===== src/rtl/power_mode_ctrl_if.sv =====
// Bundle of the power/mode controller's functional signals. The controller
// connects through the slave modport. The stimulus side connects through the
// master modport.
interface power_mode_ctrl_if #(
    parameter int unsigned MODE_W = 2
);
    logic              power_btn;
    logic [MODE_W-1:0] mode_sel;
    logic              vehicle_idle;
    logic              power_state;
    logic [MODE_W-1:0] mode;
    logic              power_on_pulse;
    logic              power_off_pulse;
    logic              mode_changed;

    // Stimulus side: drives the raw inputs and observes the outputs.
    modport master (
        output power_btn,
        output mode_sel,
        output vehicle_idle,
        input  power_state,
        input  mode,
        input  power_on_pulse,
        input  power_off_pulse,
        input  mode_changed
    );

    // Controller side: reads the raw inputs and drives the outputs.
    modport slave (
        input  power_btn,
        input  mode_sel,
        input  vehicle_idle,
        output power_state,
        output mode,
        output power_on_pulse,
        output power_off_pulse,
        output mode_changed
    );
endinterface


===== src/rtl/power_mode_ctrl.sv =====
// Power / driving-mode controller.
// - A long press of the power button switches power on.
// - A second long press switches power off.
// - The button has to be released between the two presses.
// - While power is on, a mode selection is adopted under two conditions:
//   it has been stable for MODE_STABLE_CYCLES, and the vehicle is idle.
// - Every output is a register.
module power_mode_ctrl #(
    parameter int unsigned ON_HOLD_CYCLES     = 100_000_000,
    parameter int unsigned OFF_HOLD_CYCLES    = 50_000_000,
    parameter int unsigned MODE_W             = 2,
    parameter int unsigned MODE_STABLE_CYCLES = 1_000_000
) (
    input  logic             clk,
    input  logic             rst,
    power_mode_ctrl_if.slave bus
);

    localparam int unsigned HOLD_MAX = (ON_HOLD_CYCLES > OFF_HOLD_CYCLES) ?
                                       ON_HOLD_CYCLES : OFF_HOLD_CYCLES;
    localparam int unsigned CNT_W    = (HOLD_MAX > 1) ? $clog2(HOLD_MAX + 1) : 1;
    localparam int unsigned STAB_W   = (MODE_STABLE_CYCLES > 1) ?
                                       $clog2(MODE_STABLE_CYCLES + 1) : 1;

    localparam logic [CNT_W-1:0]  CNT_ZERO  = {CNT_W{1'b0}};
    localparam logic [CNT_W-1:0]  CNT_ONE   = CNT_W'(1);
    localparam logic [CNT_W-1:0]  ON_LAST   = CNT_W'(ON_HOLD_CYCLES - 1);
    localparam logic [CNT_W-1:0]  OFF_LAST  = CNT_W'(OFF_HOLD_CYCLES - 1);
    localparam logic [STAB_W-1:0] STAB_ZERO = {STAB_W{1'b0}};
    localparam logic [STAB_W-1:0] STAB_ONE  = STAB_W'(1);
    localparam logic [STAB_W-1:0] STAB_MAX  = STAB_W'(MODE_STABLE_CYCLES);
    localparam logic [MODE_W-1:0] MODE_NONE = {MODE_W{1'b0}};

    typedef enum logic [2:0] {
        ST_OFF      = 3'd0,
        ST_ARM_ON   = 3'd1,
        ST_ON       = 3'd2,
        ST_ARM_OFF  = 3'd3,
        ST_WAIT_REL = 3'd4
    } pwr_state_t;

    // Synchronizers
    logic              btn_meta_r;
    logic              btn_sync_r;
    logic [MODE_W-1:0] mode_meta_r;
    logic [MODE_W-1:0] mode_sync_r;

    // Power FSM
    pwr_state_t        state_r;
    pwr_state_t        state_nxt_s;
    logic [CNT_W-1:0]  hold_cnt_r;
    logic [CNT_W-1:0]  hold_cnt_nxt_s;
    logic              power_state_r;
    logic              power_state_nxt_s;
    logic              on_pulse_r;
    logic              on_pulse_nxt_s;
    logic              off_pulse_r;
    logic              off_pulse_nxt_s;

    // Mode selection
    logic [MODE_W-1:0] cand_r;
    logic [MODE_W-1:0] mode_r;
    logic [STAB_W-1:0] stab_cnt_r;
    logic              mode_changed_r;
    logic              accept_s;

    // Two-flop synchronizers for the raw button and the mode switches.
    always_ff @(posedge clk or negedge rst) begin
        if (!rst) begin
            btn_meta_r  <= 1'b0;
            btn_sync_r  <= 1'b0;
            mode_meta_r <= MODE_NONE;
            mode_sync_r <= MODE_NONE;
        end else begin
            btn_meta_r  <= bus.power_btn;
            btn_sync_r  <= btn_meta_r;
            mode_meta_r <= bus.mode_sel;
            mode_sync_r <= mode_meta_r;
        end
    end

    // Power FSM state, hold counter and registered power outputs.
    always_ff @(posedge clk or negedge rst) begin
        if (!rst) begin
            state_r       <= ST_OFF;
            hold_cnt_r    <= CNT_ZERO;
            power_state_r <= 1'b0;
            on_pulse_r    <= 1'b0;
            off_pulse_r   <= 1'b0;
        end else begin
            state_r       <= state_nxt_s;
            hold_cnt_r    <= hold_cnt_nxt_s;
            power_state_r <= power_state_nxt_s;
            on_pulse_r    <= on_pulse_nxt_s;
            off_pulse_r   <= off_pulse_nxt_s;
        end
    end

    // Power FSM next state. A completed hold always passes through WAIT_REL,
    // so that one continuous press can never toggle power twice.
    always_comb begin
        state_nxt_s       = state_r;
        hold_cnt_nxt_s    = hold_cnt_r;
        power_state_nxt_s = power_state_r;
        on_pulse_nxt_s    = 1'b0;
        off_pulse_nxt_s   = 1'b0;
        case (state_r)
            ST_OFF: begin
                if (btn_sync_r) begin
                    state_nxt_s    = ST_ARM_ON;
                    hold_cnt_nxt_s = CNT_ONE;
                end else begin
                    hold_cnt_nxt_s = CNT_ZERO;
                end
            end
            ST_ARM_ON: begin
                if (!btn_sync_r) begin
                    state_nxt_s    = ST_OFF;
                    hold_cnt_nxt_s = CNT_ZERO;
                end else if (hold_cnt_r == ON_LAST) begin
                    state_nxt_s       = ST_WAIT_REL;
                    hold_cnt_nxt_s    = CNT_ZERO;
                    power_state_nxt_s = 1'b1;
                    on_pulse_nxt_s    = 1'b1;
                end else begin
                    hold_cnt_nxt_s = hold_cnt_r + CNT_ONE;
                end
            end
            ST_ON: begin
                if (btn_sync_r) begin
                    state_nxt_s    = ST_ARM_OFF;
                    hold_cnt_nxt_s = CNT_ONE;
                end else begin
                    hold_cnt_nxt_s = CNT_ZERO;
                end
            end
            ST_ARM_OFF: begin
                if (!btn_sync_r) begin
                    state_nxt_s    = ST_ON;
                    hold_cnt_nxt_s = CNT_ZERO;
                end else if (hold_cnt_r == OFF_LAST) begin
                    state_nxt_s       = ST_WAIT_REL;
                    hold_cnt_nxt_s    = CNT_ZERO;
                    power_state_nxt_s = 1'b0;
                    off_pulse_nxt_s   = 1'b1;
                end else begin
                    hold_cnt_nxt_s = hold_cnt_r + CNT_ONE;
                end
            end
            ST_WAIT_REL: begin
                hold_cnt_nxt_s = CNT_ZERO;
                if (!btn_sync_r) begin
                    state_nxt_s = power_state_r ? ST_ON : ST_OFF;
                end else begin
                    state_nxt_s = ST_WAIT_REL;
                end
            end
            default: begin
                state_nxt_s       = ST_OFF;
                hold_cnt_nxt_s    = CNT_ZERO;
                power_state_nxt_s = 1'b0;
            end
        endcase
    end

    // A stable candidate is adopted only while powered on with the vehicle
    // idle. It is never adopted on the edge where power is being removed.
    always_comb begin
        accept_s = 1'b0;
        if (power_state_r && !off_pulse_nxt_s && (stab_cnt_r == STAB_MAX) &&
            (cand_r != mode_r) && bus.vehicle_idle) begin
            accept_s = 1'b1;
        end else begin
            accept_s = 1'b0;
        end
    end

    // Candidate tracking, stability counting and the accepted mode.
    // Power-off clears the mode silently, on the same edge as power_state.
    always_ff @(posedge clk or negedge rst) begin
        if (!rst) begin
            cand_r         <= MODE_NONE;
            mode_r         <= MODE_NONE;
            stab_cnt_r     <= STAB_ZERO;
            mode_changed_r <= 1'b0;
        end else if (off_pulse_nxt_s || !power_state_r) begin
            cand_r         <= MODE_NONE;
            mode_r         <= MODE_NONE;
            stab_cnt_r     <= STAB_ZERO;
            mode_changed_r <= 1'b0;
        end else begin
            if (mode_sync_r != cand_r) begin
                cand_r     <= mode_sync_r;
                stab_cnt_r <= STAB_ZERO;
            end else if (stab_cnt_r != STAB_MAX) begin
                stab_cnt_r <= stab_cnt_r + STAB_ONE;
            end else begin
                stab_cnt_r <= stab_cnt_r;
            end
            if (accept_s) begin
                mode_r <= cand_r;
            end else begin
                mode_r <= mode_r;
            end
            mode_changed_r <= accept_s;
        end
    end

    assign bus.power_state     = power_state_r;
    assign bus.mode            = mode_r;
    assign bus.power_on_pulse  = on_pulse_r;
    assign bus.power_off_pulse = off_pulse_r;
    assign bus.mode_changed    = mode_changed_r;

endmodule

===== src/flat_wrapper.sv =====
// flat-port wrapper written by rule: the top's interface ports become plain ports
module power_mode_ctrl_flat 
#(
    parameter int unsigned ON_HOLD_CYCLES     = 100_000_000,
    parameter int unsigned OFF_HOLD_CYCLES    = 50_000_000,
    parameter int unsigned MODE_W             = 2,
    parameter int unsigned MODE_STABLE_CYCLES = 1_000_000
)
  (clk, rst, bus_power_btn, bus_mode_sel, bus_vehicle_idle, bus_power_state, bus_mode, bus_power_on_pulse, bus_power_off_pulse, bus_mode_changed);
  power_mode_ctrl_if #(.MODE_W(MODE_W)) bus_i ();
  input  logic clk;
  input  logic rst;
  input wire logic [$bits(bus_i.power_btn)-1:0] bus_power_btn;
  input wire logic [$bits(bus_i.mode_sel)-1:0] bus_mode_sel;
  input wire logic [$bits(bus_i.vehicle_idle)-1:0] bus_vehicle_idle;
  output wire logic [$bits(bus_i.power_state)-1:0] bus_power_state;
  output wire logic [$bits(bus_i.mode)-1:0] bus_mode;
  output wire logic [$bits(bus_i.power_on_pulse)-1:0] bus_power_on_pulse;
  output wire logic [$bits(bus_i.power_off_pulse)-1:0] bus_power_off_pulse;
  output wire logic [$bits(bus_i.mode_changed)-1:0] bus_mode_changed;
  assign bus_i.power_btn = bus_power_btn;
  assign bus_i.mode_sel = bus_mode_sel;
  assign bus_i.vehicle_idle = bus_vehicle_idle;
  assign bus_power_state = bus_i.power_state;
  assign bus_mode = bus_i.mode;
  assign bus_power_on_pulse = bus_i.power_on_pulse;
  assign bus_power_off_pulse = bus_i.power_off_pulse;
  assign bus_mode_changed = bus_i.mode_changed;
  power_mode_ctrl #(.ON_HOLD_CYCLES(ON_HOLD_CYCLES), .OFF_HOLD_CYCLES(OFF_HOLD_CYCLES), .MODE_W(MODE_W), .MODE_STABLE_CYCLES(MODE_STABLE_CYCLES)) u_core (.clk(clk), .rst(rst), .bus(bus_i));
endmodule

===== config.mk =====
export PLATFORM = sky130hd
export DESIGN_NAME = power_mode_ctrl_flat
export DESIGN_NICKNAME = d
export VERILOG_FILES = /design/src/rtl/power_mode_ctrl_if.sv /design/src/rtl/power_mode_ctrl.sv /design/src/flat_wrapper.sv
export SDC_FILE = /design/constraint.sdc
export NUM_CORES = 1
export LEC_CHECK = 0
export BUFFER_PORTS_ARGS = -buffer_cell sky130_fd_sc_hd__buf_2
export CAP_MARGIN = 20
export CORE_ASPECT_RATIO = 0.75
export CORE_MARGIN = 3
export CORE_UTILIZATION = 61
export CTS_CLUSTER_DIAMETER = 80
export DETAILED_ROUTE_END_ITERATION = 8
export MAX_ROUTING_LAYER = met4
export PLACE_DENSITY = 0.76
export RECOVER_POWER = 25
export SLEW_MARGIN = 20
export SYNTH_ARGS = -nofsm -noshare
export SYNTH_HDL_FRONTEND = slang
export SYNTH_SLANG_ARGS = --single-unit

===== constraint.sdc =====
create_clock -name clk -period 2.2 [get_ports clk]
set_input_delay 0.11 -clock clk [delete_from_list [all_inputs] [get_ports clk]]
set_output_delay 0.11 -clock clk [all_outputs]
set_load 0.1 [all_outputs]

## After elaboration in Yosys (flattened, before gate mapping)

Index checks and enable logic that the tools add are counted.
W data, S select, Z words.

- Word-level logic and storage cells: 84
- Register bits after elaboration: 64
- Input port bits: 6
- Output and inout bits: 6

- Bitwise gates (word level): 1
- $add $sub $neg: 2
- Mux-type cells: 35
- Reductions and logical operators: 15
- Equality and inequality tests: 18

Operator list:

| cell | count |
|---|---|
| $mux W27 | 4 |
| $pmux W27 S3 | 1 |
| $mux W20 | 3 |
| $add A27 B1 Y27 const B | 1 |
| $eq A27 B26 Y1 const B | 1 |
| $eq A27 B27 Y1 const B | 1 |
| $mux W3 | 7 |
| $add A20 B1 Y20 const B | 1 |
| $eq A20 B20 Y1 const B | 1 |
| $ne A20 B20 Y1 const B | 1 |
| $pmux W3 S5 | 1 |
| $mux W1 | 13 |
| $ne A2 B1 Y1 const B | 6 |
| $mux W2 | 5 |
| $eq A3 B2 Y1 const B | 2 |
| $ne A3 B3 Y1 const B | 2 |
| $reduce_and A5 Y1 | 1 |
| $logic_and A1 B1 Y1 | 4 |
| $ne A2 B2 Y1 | 2 |
| $reduce_and A4 Y1 | 1 |
| $reduce_bool A2 Y1 | 2 |
| $eq A3 B1 Y1 const B | 1 |
| $eq A3 B3 Y1 const B | 1 |
| $logic_not A3 Y1 | 1 |
| 7 further kinds | 8 |

## Depth between registers and ports, before layout

- Depth after elaboration: 12
- Gate-level depth with buffers: 7
- Gate-level depth less buffers: 7

## Worst setup path after synthesis

Ideal clock, no wire load.

- Path type: reg2reg
- Start: reg u_core.stab_cnt_r[0]
- End: reg u_core.mode_r[0] (netlist: u_core.bus.mode[0])
- Data arrival time: 1,878 ps
- Setup slack: 198 ps
- Stages on the path, launching flop included: 8
- Clock period less this slack: 2,002 ps
- Path buffers: 0
- Setup time: 124 ps
- Data required time: 2,076 ps
- Path through: dfrtp_1 > inv_1 > ha_1 > or4bb_4 > or3_4 > nor3_4 > mux2i_1 > nor2_1

- Longest elaborated chain between the ends: 6

RTL lines:

| element | RTL line | source |
|---|---|---|
| from (decl) | power_mode_ctrl.sv:63 | `logic [STAB_W-1:0] stab_cnt_r;` |
| from (signal assigned) | power_mode_ctrl.sv:196 | `stab_cnt_r <= stab_cnt_r + STAB_ONE;` |
| from (signal assigned) | power_mode_ctrl.sv:198 | `stab_cnt_r <= stab_cnt_r;` |
| $eq A20 B20 Y1 | power_mode_ctrl.sv:170 | `if (power_state_r && !off_pulse_nxt_s && (stab_cnt_r == STAB_MAX) &&` |
| $logic_and A1 B1 Y1 (2 in a row) | power_mode_ctrl.sv:170 |  |
| $logic_and A1 B1 Y1 | power_mode_ctrl.sv:171 | `(cand_r != mode_r) && bus.vehicle_idle) begin` |
| $mux W1 | power_mode_ctrl.sv:170 |  |
| $reduce_bool A2 Y1 (no line) | - |  |
| to (signal assigned) | power_mode_ctrl.sv:201 | `mode_r <= cand_r;` |
| to (signal assigned) | power_mode_ctrl.sv:203 | `mode_r <= mode_r;` |
| to (decl) | power_mode_ctrl.sv:62 | `logic [MODE_W-1:0] mode_r;` |

No other way between the ends.
A chain may end at the register's enable or synchronous reset.

## Worst setup path in the final report

- Start: reg u_core.stab_cnt_r[0]
- End: reg u_core.stab_cnt_r[1]

- Longest elaborated chain between the ends: 4

RTL lines:

| element | RTL line | source |
|---|---|---|
| $add A20 B1 Y20 | power_mode_ctrl.sv:196 |  |
| $mux W20 | power_mode_ctrl.sv:195 | `end else if (stab_cnt_r != STAB_MAX) begin` |
| $mux W20 | power_mode_ctrl.sv:192 | `if (mode_sync_r != cand_r) begin` |
| $mux W20 | power_mode_ctrl.sv:186 | `end else if (off_pulse_nxt_s \|\| !power_state_r) begin` |

Parallel ways exist; a longest one is shown, timed or not. The select of a mux whose other input is x is not followed.

==> run_results.csv <==
group,metric,value,unit
outcome,outcome,"finished with violations",
outcome,failed_checks,"max-capacitance violations, max-slew violations",
sta,final-setup-viol-count,0,
global_route,antenna_found_initial,0,
job,cap_viol_max_count,1,
cts,cts_made_buffers,9,
final_layout,fillerInstances,354,
final_layout,n_antenna_cell,0,
worst_setup_path,critical_path.endpoint_type,"register",
cts,cts_root_buffer,"sky130_fd_sc_hd__clkbuf_8",
sta,period_utilization,94.9,%
final_layout,layout.area.seq,0.00160,mm2
final_layout,number_of_nets_in_the_finished_design,346,
final_layout,synthToLayoutAreaGrowth,13.9,%
global_route,globalRouteTotalUtil,22.5,%
cts,post_cts_buffers,0,
route,wl_final,6100,um
worst_setup_path,worst_path_largest_cell_delay,0.52,ns
worst_setup_path,critical_path.slowest_cell,"sky130_fd_sc_hd__or4bb_4",
route,drcViolationCount,0,
worst_setup_path,path_max_fanout,4,
sta,worst_max_slew_pin_slew,1.51,ns
global_route,grt-ovfl-total,0,
die,initial_core_util,64.6,%
final_layout,fraction_of_final_layout_cells_with_drive_strength_greater_than_1,17.3,%
worst_setup_path,worstSetupEndpoint,"u_core.stab_cnt_r[1]",
final_layout,layout.core_utilization,73.5,%
logic_synthesis,synth-async-reset-ratio,100,%
die,die_width,89.9,um
placement,placer_congestion,0.857,
logic_synthesis,yosys_cell_types,45,
logic_synthesis,synth_enable_flop_cells,0,
worst_setup_path,regToRegStartpoint,"u_core.stab_cnt_r[0]",
global_route,via_count_of_the_first_global_routing_pass,2182,
logic_synthesis,commonest_cells_in_the_synthesized_netlist,"64 x sky130_fd_sc_hd__dfrtp_1, 47 x sky130_fd_sc_hd__nor2_1, 32 x sky130_fd_sc_hd__xor2_1",
worst_setup_path,data_required_time_at_the_worst_endpoint,2.44,ns
logic_synthesis,yosys.cell_count.top_type,"sky130_fd_sc_hd__dfrtp_1",
worst_setup_path,regToRegSetupSlack,0.11,ns
cts,clk_latency,0.34,ns
route,final_routed_wire_length_divided_by_cell_count,14.7,um
worst_setup_path,critical_path_cell_count,7,
sta,worst_slew_margin_rel,-0.829,%
global_route,grt_start_max_net_pins,65,
logic_synthesis,yosysWarningCount,0,
logic_synthesis,ys_top_cells_by_area,"sky130_fd_sc_hd__dfrtp_1 50%, sky130_fd_sc_hd__xor2_1 8.7%, sky130_fd_sc_hd__nor2_1 5.5%",
sta,worst_slack,0.113,ns
global_route,grt_pass1_wl,10500,um
die,num_rows,22,
pwr,power_density,723,mW/mm2
route,ant_nets,0,
worst_setup_path,crit_path_start,"u_core.stab_cnt_r[0]",
route,drtPass1Iterations,4,
cts,h_tree_depth_reported_by_cts,3,
route,routed-via-count,2351,
min_path,min-delay-path-class,"input pin to register",
pwr,max-vdd-ir-drop,0.000543,V
sta,final_critical_path_time_including_i_o_delays_and_setup,2.09,ns
placement,dp_worst_setup_slack,0.105,ns
die,die_y,68.9,um
route,detail_route.vias_per_cell,5.68,
worst_setup_path,start_kind,"register",
sta,skew,0.00808,ns
logic_synthesis,synth.yosys.seq_area_share,49.8,%
die,top_level_ports,12,
logic_synthesis,syn-mean-instance-area,10.4,um2
cts,cts.path.max_buffers,2,
worst_setup_path,timing_worst_setup_path_type,"register to register",
worst_setup_path,worstPathArrival,2.32,ns
pwr,power.static_leakage,0.00150,uW
cts,tritoncts_clock_tree,"built",
logic_synthesis,post_synth_inst_count,310,
logic_synthesis,ys.flop_type,"sky130_fd_sc_hd__dfrtp_1",
cts,cts.clk_slew.worst_paths,0.08,ns
worst_setup_path,cpLargestDelayFamily,"simple AND/OR/NAND/NOR gates",
worst_setup_path,r2r_cells,7,
sta,rsz0062_at_grt,"false",
placement,hpwlAfterDp,4090,um
worst_setup_path,critical_path.n_buffers_inverters,1,
cts,numClockSinks,64,
logic_synthesis,synthDominantCellAreaShare,49.8,%
sta,slew_viol_final,65,
logic_synthesis,synth_area_leader_cell,"sky130_fd_sc_hd__dfrtp_1",
logic_synthesis,synth.cell_area,0.00322,mm2
die,die_area,0.00619,mm2
worst_setup_path,crit-reg2reg-capture,"u_core.stab_cnt_r[1]",
worst_setup_path,critical_path.cell_chain,"inv_2, ha_1, or4bb_4, or3_4, nor2_2, mux2i_1, nor2_1",
sta,setup_tns,0,ns
sta,fmax,479,MHz
final_layout,multi_input_area,0.00155,mm2
logic_synthesis,synth_seq_cells,64,
die,core-area,0.00498,mm2
logic_synthesis,synth_nets,319,
route,detailed_router_s_first_iteration_violation_count,132,
sta,final_hold_viol_count,0,
placement,io_buffer_count,11,
==> report_power, final <==
group,switching [uW],internal [uW]
Combinational,149,89.5
Clock,478,674
Sequential,46.5,1210
Total,674,1980
==> cell families after synthesis <==
group | count (synthesis) | synth area share [%]
buffers and inverters | 13 | 2.14
adders and majority gates | 3 | 1.17
muxes | 3 | 0.934
AOI/OAI and AO/OA | 14 | 2.92
and+or+nand+nor | 167 | 30.5
xor gates and xnor gates | 46 | 12.5
DFF | 64 | 49.8
==> metrics by stage <==
step	instance area, um2	hold WS [ns]	cells	power, uW
floorplan	3220	-0.186	310	1410
global placement	3400	0.219	394	1510
detailed placement	3400	0.219	394	1510
CTS	3670	0.146	414	2660
global route	3660	0.183	414	2750
finish	3660	0.153	414	2650
==> placed cells by master (no fill, tap or decap), types with 3 or more instances in the layout <==
cell	count
sky130_fd_sc_hd__dfrtp_1	64
sky130_fd_sc_hd__nor2_1	47
sky130_fd_sc_hd__xor2_1	32
sky130_fd_sc_hd__nand3_1	24
sky130_fd_sc_hd__nand4_1	20
sky130_fd_sc_hd__nand2_1	17
sky130_fd_sc_hd__xnor2_1	14
sky130_fd_sc_hd__nor2_2	12
sky130_fd_sc_hd__buf_2	11
sky130_fd_sc_hd__clkbuf_8	10
sky130_fd_sc_hd__and3_1	8
sky130_fd_sc_hd__o21ai_0	7
sky130_fd_sc_hd__nor3_1	7
sky130_fd_sc_hd__inv_1	6
sky130_fd_sc_hd__dlygate4sd3_1	4
sky130_fd_sc_hd__buf_4	4
sky130_fd_sc_hd__or3_1	3
sky130_fd_sc_hd__nor4b_1	3
sky130_fd_sc_hd__mux2i_1	3
sky130_fd_sc_hd__ha_1	3
==> routing by layer <==
metal / wire length, um / GRT usage, % / part of all wire (%) / up-vias
li1: - / - / - / 1139
met1: 3190 / 31.9 / 52 / 1139
met2: 2590 / 31.2 / 42 / 69
met3: 309 / 7.92 / 5.1 / 4
met4: 14 / 4.96 / 0.23 / 0
met5: 0 / - / 0 / -
==> cell type report <==
type	count	share of cell area [%]
Timing Repair Buffer	22	4.64
Clock buffer	10	3.76
Multi-Input combinational cell	233	42.2
Sequential cell	64	43.7
Inverter	7	0.717
Tap cell	72	2.46
Clock inverter	6	2.49
==> timing repair <==
action | 4_1_cts | 5_1_grt
hold buffers | 4 | 0
gates resized for setup | 0 | 1
endpoints found under the setup margin | 0 | 2
hold endpoints to repair | 67 | 0
==> tightest hold or removal path: stages <==
cell	delay, ns
sky130_fd_sc_hd__buf_2	0.09
sky130_fd_sc_hd__o21ai_0	0.18
sky130_fd_sc_hd__nor3_1	0.08
==> state kept, by name, summed over array words and instances (netlist names) <==
name	flops
u_core.btn_meta_r	1
u_core.bus.power_state	1
u_core.bus.power_on_pulse	1
u_core.btn_sync_r	1
u_core.bus.mode	2
u_core.stab_cnt_r	20
u_core.bus.mode_changed	1
u_core.bus.power_off_pulse	1
u_core.state_r	3
u_core.hold_cnt_r	27
u_core.cand_r	2
u_core.mode_sync_r	2
u_core.mode_meta_r	2
==> how the worst min path moves through the flow <==
stage               depth (start not counted)              from                       to
floorplan                                   0               rst        u_core.btn_meta_r
global placement                            1   bus_mode_sel[1]    u_core.mode_meta_r[1]
detailed placement                          1   bus_mode_sel[1]    u_core.mode_meta_r[1]
CTS                                         3  bus_vehicle_idle  u_core.bus.mode_changed
global route                                3  bus_vehicle_idle  u_core.bus.mode_changed
finish                                      3  bus_vehicle_idle  u_core.bus.mode_changed
Note: power is estimated with default switching activity, not from simulation.
